$ cat src/rtl/easyaxi_slv_rd.sv
// rtl/easyaxi_slv_rd.sv - AXI read slave: in-order AR FIFO, FIXED/INCR/WRAP beat addressing, address-pattern data
`ifndef AXI_ID_W
`define AXI_ID_W 4
`endif
`ifndef AXI_ADDR_W
`define AXI_ADDR_W 32
`endif
`ifndef AXI_LEN_W
`define AXI_LEN_W 8
`endif
`ifndef AXI_SIZE_W
`define AXI_SIZE_W 3
`endif
`ifndef AXI_BURST_W
`define AXI_BURST_W 2
`endif
`ifndef AXI_DATA_W
`define AXI_DATA_W 32
`endif
`ifndef AXI_RESP_W
`define AXI_RESP_W 2
`endif

module easyaxi_slv_rd #(
  parameter int OST_DEPTH = 4,
  parameter int READ_DLY  = 0,
  parameter int MEM_BYTES = 256
) (
  input  logic                    clk,
  input  logic                    rst_n,
  input  logic                    axi_slv_arvalid,
  output logic                    axi_slv_arready,
  input  logic [`AXI_ID_W-1:0]    axi_slv_arid,
  input  logic [`AXI_ADDR_W-1:0]  axi_slv_araddr,
  input  logic [`AXI_LEN_W-1:0]   axi_slv_arlen,
  input  logic [`AXI_SIZE_W-1:0]  axi_slv_arsize,
  input  logic [`AXI_BURST_W-1:0] axi_slv_arburst,
  output logic                    axi_slv_rvalid,
  input  logic                    axi_slv_rready,
  output logic [`AXI_ID_W-1:0]    axi_slv_rid,
  output logic [`AXI_DATA_W-1:0]  axi_slv_rdata,
  output logic [`AXI_RESP_W-1:0]  axi_slv_rresp,
  output logic                    axi_slv_rlast
);

  localparam int PTR_W    = $clog2(OST_DEPTH);
  localparam int CNT_W    = PTR_W + 1;
  localparam int ENT_W    = `AXI_ID_W + `AXI_ADDR_W + `AXI_LEN_W + `AXI_SIZE_W + `AXI_BURST_W;
  localparam int MAX_SIZE = $clog2(`AXI_DATA_W / 8);

  localparam logic [`AXI_RESP_W-1:0] RESP_OKAY   = 2'b00;
  localparam logic [`AXI_RESP_W-1:0] RESP_SLVERR = 2'b10;
  localparam logic [`AXI_RESP_W-1:0] RESP_DECERR = 2'b11;

  typedef enum logic [1:0] {S_IDLE, S_WAIT, S_DATA} state_t;

  state_t state, state_nxt;

  logic [ENT_W-1:0] fifo_mem [OST_DEPTH];
  logic [PTR_W-1:0] wr_ptr, rd_ptr;
  logic [CNT_W-1:0] count;
  logic             push, pop;

  logic [`AXI_ID_W-1:0]    h_id;
  logic [`AXI_ADDR_W-1:0]  h_addr;
  logic [`AXI_LEN_W-1:0]   h_len;
  logic [`AXI_SIZE_W-1:0]  h_size;
  logic [`AXI_BURST_W-1:0] h_burst;

  logic [`AXI_ID_W-1:0]    act_id;
  logic [`AXI_ADDR_W-1:0]  act_addr;
  logic [`AXI_LEN_W-1:0]   act_len;
  logic [`AXI_SIZE_W-1:0]  act_size;
  logic [`AXI_BURST_W-1:0] act_burst;
  logic                    act_slverr;
  logic [`AXI_LEN_W-1:0]   beat;
  logic [3:0]              wait_cnt;

  logic                    beat_done, last_beat, decerr;
  logic [`AXI_ADDR_W-1:0]  incr, wb, addr_nxt;
  logic                    wrap_ok;

  assign axi_slv_arready = (count != CNT_W'(OST_DEPTH));
  assign push            = axi_slv_arvalid && axi_slv_arready;
  assign pop             = (state == S_IDLE) && (count != '0);

  assign {h_id, h_addr, h_len, h_size, h_burst} = fifo_mem[rd_ptr];

  always_ff @(posedge clk or negedge rst_n) begin
    if (!rst_n) begin
      wr_ptr <= '0;
      rd_ptr <= '0;
      count  <= '0;
      for (int i = 0; i < OST_DEPTH; i++) fifo_mem[i] <= '0;
    end else begin
      if (push) begin
        fifo_mem[wr_ptr] <= {axi_slv_arid, axi_slv_araddr, axi_slv_arlen, axi_slv_arsize, axi_slv_arburst};
        wr_ptr           <= wr_ptr + 1'b1;
      end
      if (pop) rd_ptr <= rd_ptr + 1'b1;
      case ({push, pop})
        2'b10:   count <= count + 1'b1;
        2'b01:   count <= count - 1'b1;
        default: count <= count;
      endcase
    end
  end

  assign beat_done = (state == S_DATA) && axi_slv_rready;
  assign last_beat = (beat == act_len);

  always_comb begin
    state_nxt = state;
    case (state)
      S_IDLE:  if (pop) state_nxt = (READ_DLY > 0) ? S_WAIT : S_DATA;
      S_WAIT:  if (wait_cnt == 4'(READ_DLY - 1)) state_nxt = S_DATA;
      S_DATA:  if (beat_done && last_beat) state_nxt = S_IDLE;
      default: state_nxt = S_IDLE;
    endcase
  end

  // Reserved burst type 2'b11 holds the address, like FIXED; WRAP with an illegal length falls back to INCR.
  always_comb begin
    incr     = `AXI_ADDR_W'(1) << act_size;
    wb       = (`AXI_ADDR_W'(act_len) + 1'b1) << act_size;
    wrap_ok  = (act_len == 8'd1) || (act_len == 8'd3) || (act_len == 8'd7) || (act_len == 8'd15);
    addr_nxt = (act_addr & ~(incr - 1'b1)) + incr;
    case (act_burst)
      2'b00:   addr_nxt = act_addr;
      2'b10:   if (wrap_ok) addr_nxt = (act_addr & ~(wb - 1'b1)) | ((act_addr + incr) & (wb - 1'b1));
      2'b11:   addr_nxt = act_addr;
      default: addr_nxt = (act_addr & ~(incr - 1'b1)) + incr;
    endcase
  end

  always_ff @(posedge clk or negedge rst_n) begin
    if (!rst_n) begin
      state      <= S_IDLE;
      act_id     <= '0;
      act_addr   <= '0;
      act_len    <= '0;
      act_size   <= '0;
      act_burst  <= '0;
      act_slverr <= 1'b0;
      beat       <= '0;
      wait_cnt   <= '0;
    end else begin
      state <= state_nxt;
      if (pop) begin
        act_id     <= h_id;
        act_addr   <= h_addr;
        act_len    <= h_len;
        act_size   <= h_size;
        act_burst  <= h_burst;
        act_slverr <= (h_burst == 2'b11) || (32'(h_size) > 32'(MAX_SIZE));
        beat       <= '0;
        wait_cnt   <= '0;
      end else if (state == S_WAIT) begin
        wait_cnt <= wait_cnt + 1'b1;
      end else if (beat_done && !last_beat) begin
        act_addr <= addr_nxt;
        beat     <= beat + 1'b1;
      end
    end
  end

  // Payload is a pure function of the active registers, so it holds while the master stalls.
  assign decerr         = (act_addr >= `AXI_ADDR_W'(MEM_BYTES));
  assign axi_slv_rvalid = (state == S_DATA);
  assign axi_slv_rlast  = (state == S_DATA) && last_beat;
  assign axi_slv_rid    = act_id;
  assign axi_slv_rresp  = act_slverr ? RESP_SLVERR : (decerr ? RESP_DECERR : RESP_OKAY);
  assign axi_slv_rdata  = (act_slverr || decerr) ? '0 : `AXI_DATA_W'(act_addr);

endmodule

$ cat config.mk
export PLATFORM = sky130hd
export DESIGN_NAME = easyaxi_slv_rd
export DESIGN_NICKNAME = d
export VERILOG_FILES = /design/src/rtl/easyaxi_slv_rd.sv
export SDC_FILE = /design/constraint.sdc
export NUM_CORES = 1
export LEC_CHECK = 0
export CORE_MARGIN = 3
export CORE_UTILIZATION = 55
export CTS_BUF_LIST = sky130_fd_sc_hd__clkbuf_4
export DETAILED_ROUTE_END_ITERATION = 10
export DONT_BUFFER_PORTS = 1
export MAX_ROUTING_LAYER = met4
export PLACE_DENSITY_LB_ADDON = 0.05
export SLEW_MARGIN = 20
export SYNTH_ARGS = -nofsm -noshare
export SYNTH_HDL_FRONTEND = slang
export SYNTH_SLANG_ARGS = --single-unit
$ cat constraint.sdc
create_clock -name clk -period 9.1 [get_ports clk]
set_clock_uncertainty 0.05 [all_clocks]
set_input_delay 1.82 -clock clk [delete_from_list [all_inputs] [get_ports clk]]
set_output_delay 1.82 -clock clk [all_outputs]
set_load 0.02 [all_outputs]
==> flow_summary_export.csv, run 1 <==
group,metric,value,unit
run_status,status,"completed",
placement,gp_congestion,0.952,
power,p_sw_share,38.1,%
critical_path,crit_type,"register to primary output",
placement,dpl.hpwl,23700,microns
placement,place.port_buffers,0,
timing,final_hold_viol_count,0,
critical_path,cp-end-kind,"primary output",
final_layout,area_growth,6.46,%
critical_path,worstPathRequired,7230,ps
power,ir_drop,0.000210,V
yosys,synthArstFlopShare,100,%
global_route,grt_pass1_wl,58400,microns
final_layout,finalNetCount,1412,
timing,setup_viol,0,
die,die_w,170,microns
final_layout,final-seq-area,6560,sq um
yosys,yosys_warnings,0,
detailed_routing,wl_met1,16900,microns
power,total_power,5.74,mW
clocking,clockBufferDepth,3,
timing,maxSlewHeadroom,32.5,%
clocking,cts_setup_buffers,0,
critical_path,start_kind,"register",
die,core-area,26300,sq um
yosys,syn_area,14800,sq um
detailed_routing,wl_per_cell,21.2,microns
power,p_int,3.56,mW
die,start_util,56.3,%
clocking,cts-root-buf,"clkbuf_4",
global_route,grt_max_degree,263,
final_layout,final_core_util,59.9,%
global_route,grt_overflow,0,
yosys,synth_ff_type,"dfrtp_1",
detailed_routing,drc,0,
clocking,cts_tree,"built",
critical_path,cp_slowest_cell,"dfrtp_1",
yosys,synth-seq-area-share,44.3,%
detailed_routing,viasPerCell,6.22,
critical_path,reg2reg_slack,4920,ps
detailed_routing,num_vias,10663,
clocking,post_cts_resized,0,
die,design.die.area,28900,sq um
final_layout,fillerInstances,2208,
power,p_sw,2.19,mW
flow_run,drv_cap,0,
critical_path,cpPeakStageDelay,480,ps
yosys,synth_seq_cells,262,
critical_path,reg2regPathDepth,16,
timing,finalCriticalPeriod,4780,ps
timing,period_share,52.6,%
yosys,avgSynthCellArea,11.1,sq um
detailed_routing,routed_wl,36400,microns
timing,drv_slew,0,
detailed_routing,met2_length,16000,microns
timing,worstMarginPinSlew,1010,ps
yosys,synth_edf_count,0,
detailed_routing,dr.pass1.iters,5,
global_route,grt_pass1_vias,10634,
critical_path,cp.arrival,2910,ps
die,fp-row-count,59,
power,powerDensity,365,nW/um^2
hold_path,worstHoldStart,"act_burst[1]",
detailed_routing,wl_met3,2580,microns
global_route,grt_antenna_before_repair,1,
detailed_routing,drtAntennaViolNets,0,
clocking,clk_pin_slew,60,ps
final_layout,final_cells,1714,
clocking,htreeDepth,3,
detailed_routing,routed.top_layer,"met4",
power,pwr-share-seq,38.2,%
hold_path,hold_path.class,"register to register",
global_route,grt_usage,26.5,%
die,io-pin-count,94,
critical_path,path_cells,"nor4_1, nand4_1, nor3_1, inv_1, nor2_1",
hold_path,holdPathStages,2,
clocking,cts_buffers,71,
placement,dp_cells,1596,
die,die_h,170,microns
clocking,holdBufCountCts,0,
power,clockPowerShare,17.7,%
yosys,synthDistinctLibCells,85,
power,cellLeakagePower,6.63,nW
critical_path,reg2reg_from,"act_size[2]",
clocking,clock_sinks,262,
final_layout,drive_gt1_share,28.8,%
hold_path,min_to,"act_burst[1]",
critical_path,crit_fanout,7,
timing,setup_tns,0,ps
final_layout,multi_input_area,7670,sq um
timing,rsz0062_at_grt,"no",
clocking,clock_latency,700,ps
power,combPwrFrac,44.1,%
detailed_routing,first_iter_violations,933,
yosys,syn-instance-count,1331,
timing,fmax,209,MHz
cell usage after synthesis (all sizes together), types with 4 or more instances:
| cell | n | area [sq um] |
|---|---|---|
| dfrtp | 262 | 6560 |
| mux2 | 196 | 2210 |
| nand2 | 123 | 462 |
| nor2 | 74 | 280 |
| o21ai | 69 | 349 |
| buf | 64 | 384 |
| mux4 | 50 | 1130 |
| a21oi | 47 | 239 |
| clkbuf | 44 | 166 |
| xnor2 | 39 | 342 |
| inv | 31 | 116 |
| nor3 | 30 | 150 |
| ha | 23 | 288 |
| xor2 | 22 | 193 |
| nand4 | 20 | 125 |
| nand3 | 17 | 85.1 |
| and3 | 14 | 87.6 |
| nor4 | 14 | 87.6 |
| and2 | 13 | 81.3 |
| a31oi | 10 | 62.6 |
| nand2b | 10 | 62.6 |
| o211ai | 10 | 75.1 |
| o21a | 10 | 76.3 |
| a221oi | 8 | 82.6 |
| a22oi | 8 | 60.1 |
| nor2b | 8 | 52.6 |
| mux2i | 7 | 70.1 |
| or2 | 7 | 43.8 |
| a211oi | 6 | 45.0 |
| a21o | 6 | 45.0 |
| o22ai | 6 | 37.5 |
| a22o | 5 | 43.8 |
| o2111ai | 5 | 43.8 |
| o311ai | 5 | 43.8 |
| or4 | 5 | 37.5 |
| a21boi | 4 | 37.5 |
| and3b | 4 | 35.0 |
placed cells by master, fill, tap and decap left out, types with 7 or more instances in the layout:
cell type and count:
dfrtp_1 260, mux2_2 196, nand2_1 119, clkbuf_4 97, nor2_1 72, o21ai_0 64, mux4_2 50, a21oi_1 46
xnor2_1 39, inv_1 30, nor3_1 30, conb_1 24, ha_1 23, xor2_1 22, nand4_1 20, nand3_1 17
buf_4 15, and3_1 14, nor4_1 14, and2_1 13, clkinv_1 11, nand2b_1 10, o211ai_1 10, a31oi_1 10
o21a_1 9, a22oi_1 8, nor2b_1 7, mux2i_1 7
how the worst max path moves through the flow:
stage / from / end / slack [ps] / depth (start not counted)
after floorplan: register / axi_slv_rdata[0] / 5520 / 6
after global placement: act_size[2] / register / 4960 / 16
after detailed placement: act_size[2] / register / 4950 / 16
after CTS: register / axi_slv_rdata[7] / 4300 / 5
after global routing: register / axi_slv_rdata[7] / 4160 / 5
final: register / axi_slv_rdata[1] / 4320 / 5
layout make-up:
cell class,instances,share of cell area [%]
antenna,1,0.0159
timing repair buffer,15,0.715
tap,335,2.66
clock buffer,97,4.62
inverter,32,0.763
sequential,262,41.7
clock inverter,20,0.850
multi-input combinational,952,48.7
critical path: cells and delay by family, from the launching register on:
kind | cells | cell delay (ps)
buffers and inverters | 1 | 300
flip-flops | 1 | 480
AND/OR/NAND/NOR | 4 | 1450
cells by family after synthesis:
logic type	after synthesis	share of synthesized area, %
simple gates	355	11.7
flops	262	44.3
mux	253	23.0
compound gates	232	10.4
buf+inv	140	4.53
xor+xnor	61	3.61
fa+ha+maj	27	2.36
other cells	1	0.0254
power groups by stage:
stage / combinational (mW) / sequential, mW / clock [mW]
floorplan: 2.14 / 1.98 / 0
global placement: 2.48 / 2.19 / 0
detailed placement: 2.53 / 2.21 / 0
CTS: 2.53 / 2.19 / 1.05
global route: 2.77 / 2.27 / 1.12
finish: 2.53 / 2.19 / 1.02
through the flow:
| stage | hold slack [ps] | cell area [sq um] | worst slack [ps] |
|---|---|---|---|
| final | 429 | 15700 | 4320 |
| after global routing | 459 | 15700 | 4160 |
| after CTS | 436 | 15700 | 4300 |
| after detailed placement | 421 | 14900 | 4950 |
| after global placement | 414 | 14900 | 4960 |
| after floorplan | 400 | 14900 | 5520 |
per-layer routing:
layer / global-route usage (%) / up-vias
li1: - / 4894
met1: 37.2 / 5351
met2: 38.6 / 351
met3: 6.55 / 67
met4: 8.22 / 0
met5: - / -
No activity file was read; power rests on OpenSTA's default activity.
==> run 2, diff against run 1 <==
- clock period: 9.1 -> 4.26 ns (I/O delays scaled with it)
==> flow_summary_export.csv, run 2 (synthesized netlist as in run 1, its figures left out) <==
group,metric,value,unit
run_status,status,"complete, but fails checks",
run_status,failed_checks,"negative hold slack",
timing,fmax,260,MHz
global_route,grt_pass1_wl,59300,microns
power,cellLeakagePower,6.75,nW
timing,setup_tns,0,ps
clocking,cts_tree,"built",
hold_path,hold_path.class,"input pin to asynchronous set/reset pin",
timing,final_hold_viol_count,240,
placement,place.port_buffers,0,
timing,setup_viol,0,
die,die_h,170,microns
detailed_routing,wl_per_cell,21.2,microns
placement,dp_cells,1613,
timing,maxSlewHeadroom,27.5,%
clocking,htreeDepth,3,
detailed_routing,first_iter_violations,783,
die,start_util,56.3,%
global_route,grt_usage,26.9,%
clocking,clockBufferDepth,3,
global_route,grt_pass1_vias,10871,
detailed_routing,routed_wl,36800,microns
final_layout,fillerInstances,2233,
timing,layout_setup_ws,412,ps
critical_path,cp_slowest_cell,"nor2_1",
critical_path,cp.arrival,4400,ps
final_layout,final_cells,1737,
timing,whs,-157,ps
timing,worstMarginPinSlew,1080,ps
timing,drv_slew,0,
clocking,cts-root-buf,"clkbuf_4",
critical_path,start_kind,"register",
detailed_routing,num_vias,10691,
final_layout,area_growth,7.71,%
final_layout,fin_area,15900,sq um
die,design.die.area,28900,sq um
critical_path,path_cells,"buf_4, clkinv_1, nor2_1, inv_1, ha_1, and2_1, ha_1, nor3_1, a211oi_1, buf_4, nor2_1, nor3_1, mux2i_1, nor2_1, a22oi_1, a21oi_1",
clocking,clk_pin_slew,70,ps
global_route,grt_antenna_before_repair,1,
critical_path,cpPeakStageDelay,380,ps
clocking,clock_sinks,262,
critical_path,crit_type,"register to register",
die,die_w,170,microns
timing,period_share,90.3,%
die,io-pin-count,94,
clocking,cts_buffers,72,
detailed_routing,drc,0,
placement,dpl.hpwl,24800,microns
critical_path,cp_num_buf_inv,4,
placement,dpl_cell_area,15000,sq um
die,fp-row-count,59,
global_route,grt_overflow,0,
final_layout,final_common_cell,"dfrtp_1",
power,total_power,12.5,mW
timing,rsz0062_at_grt,"no",
final_layout,drive_gt1_share,30.1,%
critical_path,cp-end-kind,"register",
clocking,post_cts_resized,0,
critical_path,worstPathRequired,4810,ps
placement,pre_cts_slack,457,ps
timing,finalCriticalPeriod,3850,ps
global_route,grt_max_degree,263,
detailed_routing,drtAntennaViolNets,0,
flow_run,drv_cap,0,
final_layout,finalNetCount,1430,
critical_path,crit_fanout,14,
power,ir_drop,0.000391,V
final_layout,final_cell_mix,"dfrtp_1 (260), mux2_2 (196), nand2_1 (119)",
detailed_routing,dr.pass1.iters,5,
die,core-area,26300,sq um
placement,gp_congestion,0.929,
clocking,clock_latency,720,ps
critical_path,crit_path_frequent_cell,"nor2_1",
detailed_routing,viasPerCell,6.15,
power,powerDensity,783,nW/um^2
critical_path,cp_top_family,"simple AND/OR/NAND/NOR gates",
run 2: changes by cell type in the layout (fill, tap and decap cells not counted), sizes merged:
cell / before / now
clkbuf: 97 / 110
clkinvlp: 2 / 1
diode: 1 / 2
buf: 15 / 32
clkinv: 15 / 8
run 2: worst paths after layout:
check	slack, ps	from	cells after the start	to
worst max-delay path	410	act_size[0]	16	register
max in group asynchronous	3720	rst_n	0	fifo_mem[180]
min in group clk	230	axi_slv_araddr[10]	1	fifo_mem[121]
worst min register to register	450	fifo_mem[70]	1	fifo_mem[70]
worst max register to register	410	act_size[0]	16	register
worst min-delay path	-160	rst_n	0	asynchronous set/reset pin
run 2: worst register-to-register path: stages, from the launching register on:
cell      delay [ps]
dfrtp_1          340
buf_4            210
clkinv_1         340
nor2_1           390
inv_1             80
ha_1             290
and2_1           110
ha_1             380
nor3_1           100
a211oi_1         300
buf_4            200
nor2_1            60
nor3_1           340
mux2i_1          260
nor2_1            60
a22oi_1          200
a21oi_1           90
run 2: final cells by class:
type | instances | area, sq um | share of cell area, %
clock buffers | 110 | 826 | 5.18
repair buffers | 32 | 240 | 1.51
inverters | 32 | 120 | 0.754
multi-input cells | 952 | 7660 | 48.1
diodes | 2 | 5.00 | 0.0314
well taps | 335 | 419 | 2.63
flip-flops and latches | 262 | 6560 | 41.2
clock inverters | 12 | 98.8 | 0.620
run 2: repair_timing:
item	in CTS	in global routing
setup endpoints to repair	0	0
buffers inserted	0	0
endpoints found under the hold margin	262	262
run 2: per-layer routing:
metal / vias to the layer above / global-route usage [%] / share of wire, %
met2: 321 / 39.1 / 44
met5: - / - / 0
li1: 4919 / - / -
met4: 0 / 9.88 / 3.0
met1: 5367 / 37.5 / 46
met3: 84 / 5.88 / 6.6
run 2: per-stage QoR:
step                util (%)  hold slack, ps
global route            60.6            -242
global placement        57.1             415
CTS                     60.6            -242
floorplan                  -             400
finish                  60.6            -157
detailed placement      57.1             437
run 2: power by group:
| group | switching (mW) | internal (mW) |
|---|---|---|
| registers | 1.07 | 3.70 |
| clock network | 1.08 | 1.24 |
| logic | 2.55 | 2.83 |
| total | 4.71 | 7.77 |
